[src/rtl/video_src_switch_if.sv]
// Bundle of per-source video inputs, the source request and the selected output stream.
// The slave side is the switch; the master side drives sources and observes the output.
interface video_src_switch_if #(
    parameter int NUM_SRC = 4,
    parameter int DATA_W  = 8
);
    localparam int SEL_W = (NUM_SRC > 1) ? $clog2(NUM_SRC) : 1;

    logic [NUM_SRC*3*DATA_W-1:0] src_rgb;
    logic [NUM_SRC-1:0]          src_hsync;
    logic [NUM_SRC-1:0]          src_vsync;
    logic [NUM_SRC-1:0]          src_de;
    logic [SEL_W-1:0]            sel_in;
    logic [3*DATA_W-1:0]         rgb_out;
    logic                        hsync_out;
    logic                        vsync_out;
    logic                        de_out;
    logic [SEL_W-1:0]            active_sel;
    logic                        switch_busy;

    modport slave (
        input  src_rgb, src_hsync, src_vsync, src_de, sel_in,
        output rgb_out, hsync_out, vsync_out, de_out, active_sel, switch_busy
    );

    modport master (
        output src_rgb, src_hsync, src_vsync, src_de, sel_in,
        input  rgb_out, hsync_out, vsync_out, de_out, active_sel, switch_busy
    );
endinterface

[src/rtl/video_src_switch.sv]
// N-way video source selector: selection changes take effect on the current source's
// vsync leading edge (or after a timeout), optionally followed by black frames.
module video_src_switch #(
    parameter int NUM_SRC      = 4,
    parameter int DATA_W       = 8,
    parameter bit SYNC_POL     = 1'b1,
    parameter int DEFAULT_SRC  = 0,
    parameter int BLACK_FRAMES = 1,
    parameter int TIMEOUT_CYC  = 2000000
) (
    input  logic               pix_clk,
    input  logic               rst,
    video_src_switch_if.slave  vid
);
    localparam int SEL_W  = (NUM_SRC > 1) ? $clog2(NUM_SRC) : 1;
    localparam int PIX_W  = 3 * DATA_W;
    localparam int TCNT_W = $clog2(TIMEOUT_CYC + 1);
    localparam int BCNT_W = (BLACK_FRAMES > 0) ? $clog2(BLACK_FRAMES + 1) : 1;

    localparam logic [SEL_W:0]    NUM_SRC_L = (SEL_W + 1)'(NUM_SRC);
    localparam logic [SEL_W-1:0]  DEF_SEL   = SEL_W'(DEFAULT_SRC);
    localparam logic [TCNT_W-1:0] TLAST     = TCNT_W'(TIMEOUT_CYC - 1);
    localparam logic [BCNT_W-1:0] BLOAD     = BCNT_W'(BLACK_FRAMES);
    localparam logic              IDLE_SYNC = ~SYNC_POL;

    typedef enum logic [1:0] {RUN, PENDING, BLANK} state_t;

    function automatic logic [TCNT_W-1:0] sat_inc(input logic [TCNT_W-1:0] v);
        return (v == {TCNT_W{1'b1}}) ? v : v + 1'b1;
    endfunction

    state_t              state_q;
    logic [SEL_W-1:0]    active_sel_q;
    logic [SEL_W-1:0]    pend_sel_q;
    logic [TCNT_W-1:0]   tcnt_q;
    logic [BCNT_W-1:0]   bcnt_q;
    logic                busy_q;
    logic [NUM_SRC-1:0]  vs_d_q;
    logic [PIX_W-1:0]    rgb_q;
    logic                hs_q;
    logic                vs_q;
    logic                de_q;

    logic [NUM_SRC-1:0]  lead;
    logic                lead_act;
    logic                sel_ok;
    logic                switch_now;
    logic                blank_end;
    logic                mute_d;
    logic [SEL_W-1:0]    mux_sel;
    logic [PIX_W-1:0]    sel_rgb;

    // Leading edge = transition into the active sync level, whatever the polarity.
    assign lead       = (SYNC_POL ? vid.src_vsync : ~vid.src_vsync) & (SYNC_POL ? ~vs_d_q : vs_d_q);
    assign lead_act   = lead[active_sel_q];
    assign sel_ok     = {1'b0, vid.sel_in} < NUM_SRC_L;
    assign switch_now = (state_q == PENDING) && (lead_act || (tcnt_q == TLAST));
    assign mux_sel    = switch_now ? pend_sel_q : active_sel_q;
    assign sel_rgb    = vid.src_rgb[int'(mux_sel)*PIX_W +: PIX_W];
    assign blank_end  = lead_act && (bcnt_q == BCNT_W'(1));
    // The switch cycle's sample is already the new source, so it is muted too.
    assign mute_d     = (switch_now && (BLACK_FRAMES != 0)) || ((state_q == BLANK) && !blank_end);

    always_ff @(posedge pix_clk) begin
        if (rst) begin
            state_q      <= RUN;
            active_sel_q <= DEF_SEL;
            pend_sel_q   <= DEF_SEL;
            tcnt_q       <= '0;
            bcnt_q       <= '0;
            busy_q       <= 1'b0;
            vs_d_q       <= {NUM_SRC{IDLE_SYNC}};
            rgb_q        <= '0;
            hs_q         <= IDLE_SYNC;
            vs_q         <= IDLE_SYNC;
            de_q         <= 1'b0;
        end else begin
            vs_d_q <= vid.src_vsync;
            rgb_q  <= mute_d ? '0 : sel_rgb;
            hs_q   <= vid.src_hsync[mux_sel];
            vs_q   <= vid.src_vsync[mux_sel];
            de_q   <= vid.src_de[mux_sel];
            case (state_q)
                RUN: begin
                    if (sel_ok && (vid.sel_in != active_sel_q)) begin
                        pend_sel_q <= vid.sel_in;
                        tcnt_q     <= '0;
                        state_q    <= PENDING;
                        busy_q     <= 1'b1;
                    end
                end
                PENDING: begin
                    if (switch_now) begin
                        active_sel_q <= pend_sel_q;
                        if (BLACK_FRAMES > 0) begin
                            bcnt_q  <= BLOAD;
                            state_q <= BLANK;
                        end else begin
                            state_q <= RUN;
                            busy_q  <= 1'b0;
                        end
                    end else begin
                        tcnt_q <= sat_inc(tcnt_q);
                        // Requesting the current source again withdraws the switch.
                        if (sel_ok && (vid.sel_in == active_sel_q)) begin
                            state_q <= RUN;
                            busy_q  <= 1'b0;
                        end else if (sel_ok) begin
                            pend_sel_q <= vid.sel_in;
                        end
                    end
                end
                BLANK: begin
                    if (lead_act) begin
                        bcnt_q <= bcnt_q - 1'b1;
                        if (blank_end) begin
                            state_q <= RUN;
                            busy_q  <= 1'b0;
                        end
                    end
                end
                default: begin
                    state_q <= RUN;
                    busy_q  <= 1'b0;
                end
            endcase
        end
    end

    assign vid.rgb_out     = rgb_q;
    assign vid.hsync_out   = hs_q;
    assign vid.vsync_out   = vs_q;
    assign vid.de_out      = de_q;
    assign vid.active_sel  = active_sel_q;
    assign vid.switch_busy = busy_q;
endmodule

[src/flat_wrapper.sv]
// flat-port wrapper written by rule: the top's interface ports become plain ports
module video_src_switch_flat 
#(
    parameter int NUM_SRC      = 4,
    parameter int DATA_W       = 8,
    parameter bit SYNC_POL     = 1'b1,
    parameter int DEFAULT_SRC  = 0,
    parameter int BLACK_FRAMES = 1,
    parameter int TIMEOUT_CYC  = 2000000
)
  (pix_clk, rst, vid_src_rgb, vid_src_hsync, vid_src_vsync, vid_src_de, vid_sel_in, vid_rgb_out, vid_hsync_out, vid_vsync_out, vid_de_out, vid_active_sel, vid_switch_busy);
  video_src_switch_if #(.NUM_SRC(NUM_SRC), .DATA_W(DATA_W)) vid_i ();
  input  logic pix_clk;
  input  logic rst;
  input wire logic [$bits(vid_i.src_rgb)-1:0] vid_src_rgb;
  input wire logic [$bits(vid_i.src_hsync)-1:0] vid_src_hsync;
  input wire logic [$bits(vid_i.src_vsync)-1:0] vid_src_vsync;
  input wire logic [$bits(vid_i.src_de)-1:0] vid_src_de;
  input wire logic [$bits(vid_i.sel_in)-1:0] vid_sel_in;
  output wire logic [$bits(vid_i.rgb_out)-1:0] vid_rgb_out;
  output wire logic [$bits(vid_i.hsync_out)-1:0] vid_hsync_out;
  output wire logic [$bits(vid_i.vsync_out)-1:0] vid_vsync_out;
  output wire logic [$bits(vid_i.de_out)-1:0] vid_de_out;
  output wire logic [$bits(vid_i.active_sel)-1:0] vid_active_sel;
  output wire logic [$bits(vid_i.switch_busy)-1:0] vid_switch_busy;
  assign vid_i.src_rgb = vid_src_rgb;
  assign vid_i.src_hsync = vid_src_hsync;
  assign vid_i.src_vsync = vid_src_vsync;
  assign vid_i.src_de = vid_src_de;
  assign vid_i.sel_in = vid_sel_in;
  assign vid_rgb_out = vid_i.rgb_out;
  assign vid_hsync_out = vid_i.hsync_out;
  assign vid_vsync_out = vid_i.vsync_out;
  assign vid_de_out = vid_i.de_out;
  assign vid_active_sel = vid_i.active_sel;
  assign vid_switch_busy = vid_i.switch_busy;
  video_src_switch #(.NUM_SRC(NUM_SRC), .DATA_W(DATA_W), .SYNC_POL(SYNC_POL), .DEFAULT_SRC(DEFAULT_SRC), .BLACK_FRAMES(BLACK_FRAMES), .TIMEOUT_CYC(TIMEOUT_CYC)) u_core (.pix_clk(pix_clk), .rst(rst), .vid(vid_i));
endmodule
[config.mk]
export PLATFORM = sky130hd
export DESIGN_NAME = video_src_switch_flat
export DESIGN_NICKNAME = d
export VERILOG_FILES = /design/src/rtl/video_src_switch_if.sv /design/src/rtl/video_src_switch.sv /design/src/flat_wrapper.sv
export SDC_FILE = /design/constraint.sdc
export NUM_CORES = 1
export LEC_CHECK = 0
export CAP_MARGIN = 20
export CELL_PAD_IN_SITES_DETAIL_PLACEMENT = 0
export CELL_PAD_IN_SITES_GLOBAL_PLACEMENT = 1
export CORE_MARGIN = 1
export CORE_UTILIZATION = 34
export CTS_CLUSTER_DIAMETER = 60
export DETAILED_ROUTE_END_ITERATION = 10
export GPL_ROUTABILITY_DRIVEN = 0
export GPL_TIMING_DRIVEN = 1
export PLACE_DENSITY_LB_ADDON = 0.1
export REMOVE_ABC_BUFFERS = 1
export SETUP_SLACK_MARGIN = 0.4
export SYNTH_ARGS = -nofsm -noshare
export SYNTH_HDL_FRONTEND = slang
export SYNTH_SLANG_ARGS = --single-unit
[constraint.sdc]
create_clock -name pix_clk -period 4.4 [get_ports pix_clk]
set_input_delay 0.88 -clock pix_clk [delete_from_list [all_inputs] [get_ports pix_clk]]
set_output_delay 0.88 -clock pix_clk [all_outputs]
set_load 0.01 [all_outputs]
=== Word level (Yosys, flattened, before mapping) ===
Index checks and enable logic that the tools add are counted.

* Output and inout bits: 30
* Word-level logic and storage cells: 81
* Flip-flop bits (word level): 60
* Input bits: 112

* Equality and inequality tests: 15
* Reductions and logical operators: 15
* Bitwise operators: 2
* Mux-type cells: 32
* $mul: 1
* Add/sub/neg operators: 2
* Order comparisons: 2
* Shift operators: 1

{| class="wikitable"
|+ Operators with widths
! kind !! count
|-
| 96-bit by 32-bit indexed part select with 24-bit output || 1
|-
| 21-bit two-way mux || 3
|-
| 21-bit == test (second input constant) || 2
|-
| 21-bit case mux with 2 select lines || 1
|-
| 21-bit by 1-bit adder with 21-bit output (second input constant) || 1
|-
| 2-bit two-way mux || 9
|-
| 4-bit AND reduction || 3
|-
| 1-bit two-way mux || 11
|-
| 1-bit binary-select mux with 2-bit select || 4
|-
| 2-bit by 1-bit != test with 1-bit output (second input constant) || 4
|-
| 2-bit != test (second input constant) || 4
|-
| 2-bit by 3-bit < comparator with 1-bit output (second input constant) || 2
|-
| 2-bit case mux with 3 select lines || 1
|-
| 5-bit AND reduction || 1
|-
| 4-bit AND || 1
|-
| 2-bit by 2-bit multiplier with 4-bit output (second input constant) || 1
|-
| 4-bit NOT || 1
|-
| 2-bit case mux with 2 select lines || 1
|-
| 2-bit nonzero test || 2
|-
| 1-bit logical AND || 3
|-
| 3-bit by 2-bit != test with 1-bit output (second input constant) || 1
|-
| 1-bit case mux with 3 select lines || 1
|-
| 3-bit AND reduction || 1
|-
| 2-bit by 1-bit == test with 1-bit output (second input constant) || 1
|-
| 9 further kinds || 10
|}

=== Logic depth before layout (Yosys ltp) ===
* Word-level depth: 9
* Mapped depth: 8
* Gate-level depth less buffers: 6

=== Worst setup path before layout ===
No wires, ideal clock.

* Path type: input to register
* Start point: input port vid_src_vsync[3]
* End point: register u_core.rgb_q[3] (netlist: u_core.vid.rgb_out[3])
* Library setup time: 75 ps
* Buffers on the path: 2
* Path slack: 1710 ps
* Required time: 4325 ps
* Cell stages on the path: 8
* Arrival time: 2615 ps
* Cell sequence: nor2b_1 mux4_2 a21o_1 a22oi_2 or3b_1 buf_2 buf_6 o22ai_1

* Longest elaborated chain between the ends: 8
* Elaborated cells between the ends (all ways): 13
* Classes of those cells: 1 x mul; 1 x shift; 3 x mux; 1 x bitwise; 7 x reduce/logical

{| class="wikitable"
|+ RTL lines
! element !! RTL line !! text
|-
| start: declaration || flat_wrapper.sv:17 || <nowiki>input wire logic [$bits(vid_i.src_vsync)-1:0] vid_src_vsync;</nowiki>
|-
| 4-bit AND (*) || video_src_switch.sv:54 || <nowiki>assign lead = (SYNC_POL ? vid.src_vsync : ~vid.src_vsync) & (SYNC_POL ? ~vs_d_q : vs_d_q);</nowiki>
|-
| 1-bit binary-select mux with 2-bit select (*) || video_src_switch.sv:55 || <nowiki>assign lead_act = lead[active_sel_q];</nowiki>
|-
| 1-bit two-way mux (not written as such) (*) || video_src_switch.sv:55 ||
|-
| 1-bit logical OR / 1-bit logical AND (equally long branches) || video_src_switch.sv:57, video_src_switch.sv:60 ||
|-
| 1-bit logical AND / 1-bit logical NOT (equally long branches) || video_src_switch.sv:57, video_src_switch.sv:62 ||
|-
| 2-bit two-way mux / 1-bit logical AND (equally long branches) || - ||
|-
| 2-bit by 2-bit multiplier with 4-bit output / 1-bit logical OR (equally long branches) || video_src_switch.sv:59, video_src_switch.sv:62 ||
|-
| 96-bit by 32-bit indexed part select with 24-bit output / 2-bit OR reduction (equally long branches) || - ||
|-
| end signal: assignment || video_src_switch.sv:79 || <nowiki>rgb_q <= mute_d ? '0 : sel_rgb;</nowiki>
|-
| end: declaration || video_src_switch.sv:39 || <nowiki>logic [PIX_W-1:0] rgb_q;</nowiki>
|}

Every way passes the cells marked *; elsewhere a longest branch is shown, timed or not. The select of a mux whose other input is x is not followed.
A chain may end at the register's enable or synchronous reset.

=== Worst setup path after layout ===
* Start point: input port vid_src_vsync[3]
* End point: register u_core.rgb_q[19] (netlist: u_core.vid.rgb_out[19])

Same word-level chain as after synthesis.

==> run metrics <==
highest clock rate=0.3070 GHz; hold violation count in the final report=0; most frequent cell after synthesis=nand2_1; area inside the core boundary=12,770 um^2; total leakage power=2.114 nW; startpoint type of the worst setup path=input port; final wirelength=15,270 um; Arrival @ worst endpoint=approximately 3.5 ns; cell count after synthesis=around 570; clock-pin slew on the worst setup and hold paths=0.06 ns; fraction of synthesis flops using an asynchronous set or reset pin=0%; Die W=about 120 um; Final TNS setup=0 ns; FF+latch count, synth=60; pwr dens=309.1 nW/um^2; Critical Path RT=4.64 ns; crit path time final=approximately 3.3 ns; first-iteration detailed-routing DRC count=roughly 390; Placement Rows=between 40 and 50; RSZ-0062 raised after global routing=no; clock tree from TritonCTS=yes; critical path capture point type=register; cell with the biggest individual delay on the critical path=nor2_4; min setup slack post-route=~1.1 ns; die outline area=13,670 um^2; H-Tree Depth=3; remaining antenna violation count after routing=0; HPWL after detailed placement=about 9700 um; overall die height=116.9 um; Primary FF master, synth=dfxtp_1; number of slew-limit violations in the final report=0; number of buffers added to fix hold violations after cts=0; area delta synth->final=41.15%; count of buffering cells on the critical path with inverters included=2; number of synthesized flops with an enable pin=0; initial antenna violation count=0; fin crit share=74.03%; reported max-cap violation count=0; Yosys Warn Count=0; number of vias after detailed routing=4,994; Pre-antenna DRT Iters=7; top post-synthesis cells by area=dfxtp_1, nor4b_1, a311oi_1; synthesized area per cell=7.851 um^2; final layout net count=784; starting density of the core=35.16%; ranking of synthesized cells by instance count=nand2_1, dfxtp_1, nor4b_1; Port Buffer Count=141; number of setup buffers added after CTS=0; critical path's largest stage delay=0.79 ns; vias per cell=5.889; area share of the largest cell type after synthesis=a little over a quarter; Worst path top cell family by delay=simple AND/OR/NAND/NOR gates; summed instance area of the synthesized netlist=4491 um^2; number of distinct standard cells referenced by the synthesized netlist=46; CTS buffer count=9; CTS Buffer Depth=2; Clock Sink Count=60; total grt overflow=0; clock insertion delay at the later pin of the skew report=about 0.33 ns; start-to-end type of the worst setup path=input port to register; final core utilization=49.62%; critical path fanouts, max=40; detail-routed net length per standard cell=18.00 um; Overall Global Routing Usage=22.84%; outcome=completed; Worst Clk Skew=0.008347 ns; number of global-route vias before repair=4,838; ratio of cells with drive above 1 in the final layout=5.917%; actual transition at the worst max-transition pin=between 1 and 1.5 ns; maximum vdd drop=about 200 uV; count of fill cells added during filler insertion=between 1,000 and 1,500; sequence of cells on the critical path=clkdlybuf4s50_1 -> nor2b_1 -> mux4_2 -> a21oi_4 -> nor2_4 -> buf_4 -> a311oi_1 -> o22ai_1; drc violations=0; minimum setup slack after placement=0.8145 ns; maximum number of pins on one net before global-route repair=111; Min-Delay Path Class=register to register; clock root buffer=clkbuf_16; post-synthesis cell type with the largest combined area=dfxtp_1; number of top-level pins=142; Seq/Total Area, Yosys=26.75%; max_slew headroom=30.45%; wire length of the first global-routing pass=24,430 um; Antenna diodes=0; final setup vio count=0; # resized after CTS=0
per-layer routing:
layer	GRT usage, %	wire length [um]	vias up	share of wire, %
li1	-	-	2427	-
met1	29.11	6917	2393	45
met2	39.45	7327	161	48
met3	4.583	878	13	5.8
met4	5.654	144	0	0.94
met5	0	0	-	0
registers in the layout (all words and copies together), names as in the netlist, 2 cells and up:
name                   count
u_core.pend_sel_q          2
u_core.vid.rgb_out        24
u_core.vs_d_q              4
u_core.state_q             2
u_core.tcnt_q             21
u_core.vid.active_sel      2
worst reg2reg max path, stage by stage, from the launching register on:
cell and delay [ns]:
dfxtp_1 0.37, nor4b_1 0.47, and3_1 0.33, a21oi_4 0.10
nor2_4 0.79, buf_4 0.39, a311oi_1 0.13, o22ai_1 0.20
worst paths after layout:
kind,startpoint,endpoint,slack (ns),cells after the start
setup / recovery,vid_src_vsync[3],u_core.vid.rgb_out[19]$_SDFF_PP0_,1.14,8
hold reg to reg,u_core.tcnt_q[20]$_SDFFE_PP0P_,u_core.tcnt_q[20]$_SDFFE_PP0P_,0.47,1
setup reg to reg,u_core.tcnt_q[13]$_SDFFE_PP0P_,u_core.vid.rgb_out[19]$_SDFF_PP0_,1.53,7
hold / removal,u_core.tcnt_q[20]$_SDFFE_PP0P_,u_core.tcnt_q[20]$_SDFFE_PP0P_,0.47,1
final cells by class:
class | count | area [um^2] | area share, %
clock inverters | 7 | 123.9 | 1.954
repair buffers | 153 | 1521 | 24.00
flip-flops and latches | 60 | 1209 | 19.07
inverters | 5 | 18.77 | 0.2961
clock buffers | 9 | 225.2 | 3.553
well taps | 172 | 215.2 | 3.395
multi-input cells | 442 | 3025 | 47.73
power breakdown:
group	internal [W]	total (W)	switching, W
registers	0.000580	0.000603	0.0000223
logic	0.000254	0.000525	0.000272
clock network	0.000557	0.000831	0.000275
per-stage QoR:
| step | std cells | hold WS (ns) | total power (W) | instance area [um^2] |
|---|---|---|---|---|
| finish | 848 | 0.4653 | 0.001959 | 6339 |
| floorplan | 507 | 0.4337 | 0.0008586 | 4219 |
| global route | 848 | 0.4923 | 0.002054 | 6339 |
| global placement | 831 | 0.4459 | 0.001127 | 5962 |
| CTS | 847 | 0.4683 | 0.001971 | 6311 |
| detailed placement | 831 | 0.4538 | 0.001134 | 5962 |
logic make-up after synthesis:
kind of cell,Yosys count,synth area share [%]
AND/OR/NAND/NOR,250,33.85
AO/OA/AOI/OAI,177,29.51
buffers and inverters,70,6.464
flip-flops,60,26.75
XOR/XNOR,9,1.755
multiplexers,5,1.393
adder cells (fa/ha/maj),1,0.2786
placed cells by master, fill, tap and decap left out, types with 6 or more instances in the layout:
cell type	n
o22ai_1	27
o21ai_0	6
nand2_1	65
nor4b_1	56
a22oi_1	54
nor2_1	14
nand2b_1	55
xor2_1	7
a311oi_1	55
nor2b_1	9
buf_4	11
clkbuf_16	9
and3_1	7
clkdlybuf4s50_1	141
nand4_1	10
dfxtp_1	58
or4_1	6
a21oi_1	14
(Power assumes the default switching activity.)
==> RTL change: new RTL, same settings <==
`TIMEOUT_CYC` is set to 2000000 in 2 places; all go to 1000000.
--- a/src/rtl/video_src_switch.sv
+++ b/src/rtl/video_src_switch.sv
@@ -7,5 +7,5 @@
     parameter int DEFAULT_SRC  = 0,
     parameter int BLACK_FRAMES = 1,
-    parameter int TIMEOUT_CYC  = 2000000
+    parameter int TIMEOUT_CYC  = 1000000
 ) (
     input  logic               pix_clk,
--- a/src/flat_wrapper.sv
+++ b/src/flat_wrapper.sv
@@ -7,5 +7,5 @@
     parameter int DEFAULT_SRC  = 0,
     parameter int BLACK_FRAMES = 1,
-    parameter int TIMEOUT_CYC  = 2000000
+    parameter int TIMEOUT_CYC  = 1000000
 )
   (pix_clk, rst, vid_src_rgb, vid_src_hsync, vid_src_vsync, vid_src_de, vid_sel_in, vid_rgb_out, vid_hsync_out, vid_vsync_out, vid_de_out, vid_active_sel, vid_switch_busy);
Function: no difference found for any inputs over 10 cycles, from zero or initial values and one cycle with rst high; that may be too few to reach the edited logic, so the function may still have changed.
==> RTL change against the original RTL <==
  * Sequential cell count shrank 1
  * Area after synthesis shrank 35%
  * Cell area down 28%
  * Routed wire length fell by 41%
  * Combinational power decreased by 46%
  * Power down 31%
  * Count of clock-buffer cells in the layout rose by 4
  * Core utilization grew 5.7 points
  * Worst setup slack got worse by 0.099 ns
==> RTL change: results (changes against the original RTL) <==
Outcome
  • Outcome: completed

Placed design
  • Final HPWL DP: 7.035 mm (-27%)
  • Placed instance area: 4400 um^2 (-26%)

Synth
  • Top cells by area, synth: dfxtp_1, mux2i_1, o22ai_1
  • Number of distinct library cells after synthesis: 41 (-11%)
  • Multiplexer share of the synthesized area: 0.2026 (+0.1887)
  • Synth top cells by count: dfxtp_1, mux2i_1, o22ai_1
  • Sequential share of the synthesized area: 0.4027 (+0.1352)
  • Synth warn: 0 (unchanged)
  • Cells after Synth: 311 (-46%)
  • Compound-Gate Fraction of Synth Area: 0.1327 (-0.1624)
  • Xor/xnor cell area share of the yosys netlist: 0.02688 (+0.009323)
  • Area share of fa/ha/maj cells after synthesis: 0.007679 (+0.004893)

Critical path
  • WP data arrival: 3.60 ns (+0.10 ns)
  • Reg2reg end: u_core.vid.rgb_out[12]
  • CP peak stage delay: 0.70 ns (-0.09 ns)
  • Worst r2r src: u_core.vid.active_sel[1]
  • Worst Path Max Fanout: 24 (-40%)
  • CP max-delay cell: or3_1
  • Slack of the worst reg-to-reg path: 1.62 ns (+0.09 ns)
  • Worst r2r path cells: 5 (-2)

Min path
  • Min-delay src: u_core.pend_sel_q[0]
  • HP Class: flip-flop to flip-flop
  • WHS Endpoint: u_core.pend_sel_q[0]
  • Hold path depth: 2 (+1)

Drt
  • Avg WL per Cell: 16.20 um (-10%)
  • First-pass DRT Iterations: 5 (-2)
  • Vias post-DR: 2,824 (-43%)
  • Initial DRC count: 58 (-85%)

Timing
  • Clock skew: 0.01035 ns (+0.002003 ns)
  • Max-Slew Margin vs Limit: 0.3565 (+0.05201)

Global route
  • Largest net degree at the start of global routing: 56 (-50%)
  • First-pass GRT wire length: 14.36 mm (-41%)
  • Overall Global Routing Usage: 0.2146 (-0.01379)
  • Vias in the first global route: 2,859 (-41%)

Power and ir drop
  • VDD IR-drop max: 0.1501 mV (-26%)
  • Lkg Pwr: 1.952 nW (-7.7%)

Layout
  • Fillers: 742 (-39%)
  • Area growth, synth to finish: 56.66%
  • Layout cells sized above 1: 0.04415 (-0.01502)
  • Nets: 562 (-28%)

CTS
  • Setup Buffers After CTS: 0 (unchanged)
  • Clk root buf: clkbuf_8
==> RTL change: layout make-up <==
cell class | instances | share of cell area
Timing Repair Buffer | 143 | 0.3132
Clock buffer | 13 | 0.03459
Clock inverter | 2 | 0.007625
Tap cell | 105 | 0.02859
Sequential cell | 59 | 0.2571
Inverter | 8 | 0.006536
Multi-Input combinational cell | 228 | 0.3524
==> RTL change: worst max-delay path by stage <==
stage	to	slack, ns
2_1_floorplan	u_core.vid.rgb_out[0]	-2.16
3_3_place_gp	u_core.vid.rgb_out[23]	0.79
3_5_place_dp	u_core.vid.rgb_out[12]	0.70
4_1_cts	u_core.vid.rgb_out[12]	1.04
5_1_grt	u_core.vid.rgb_out[5]	0.87
6_report	u_core.vid.rgb_out[12]	1.04
==> RTL change: metrics by stage <==
step	cells	hold WS [ns]	total power [W]	TNS, ns	worst slack, ns
after floorplan	295	0.4278	0.0007065	-59.85	-2.155
after global placement	543	0.4470	0.0008775	0	0.7862
final	558	0.4593	0.001361	0	1.044
after CTS	558	0.4620	0.001378	0	1.039
after global routing	558	0.4824	0.001424	0	0.8673
after detailed placement	543	0.4527	0.0008796	0	0.6976
==> RTL change: metal layers <==
metal	track usage	routed length (um)
met1	0.2266	3500
met2	0.3729	4546
met3	0.1143	889
met4	0.05303	100
met5	0	0
==> RTL change: where the power goes <==
group	switching (W)	internal, W
sequential	0.0000157	0.000566
combinational	0.000109	0.000176
clock	0.000206	0.000289
==> RTL change: kinds of logic (layout without fill, tap and decap cells) <==
family / count (synthesis) / count (layout)
AO/OA/AOI/OAI: 63 / 63
XOR/XNOR: 9 / 9
adder cells (fa/ha/maj): 2 / 2
buffers and inverters: 24 / 166
flip-flops: 59 / 59
multiplexers: 58 / 58
AND/OR/NAND/NOR: 96 / 96
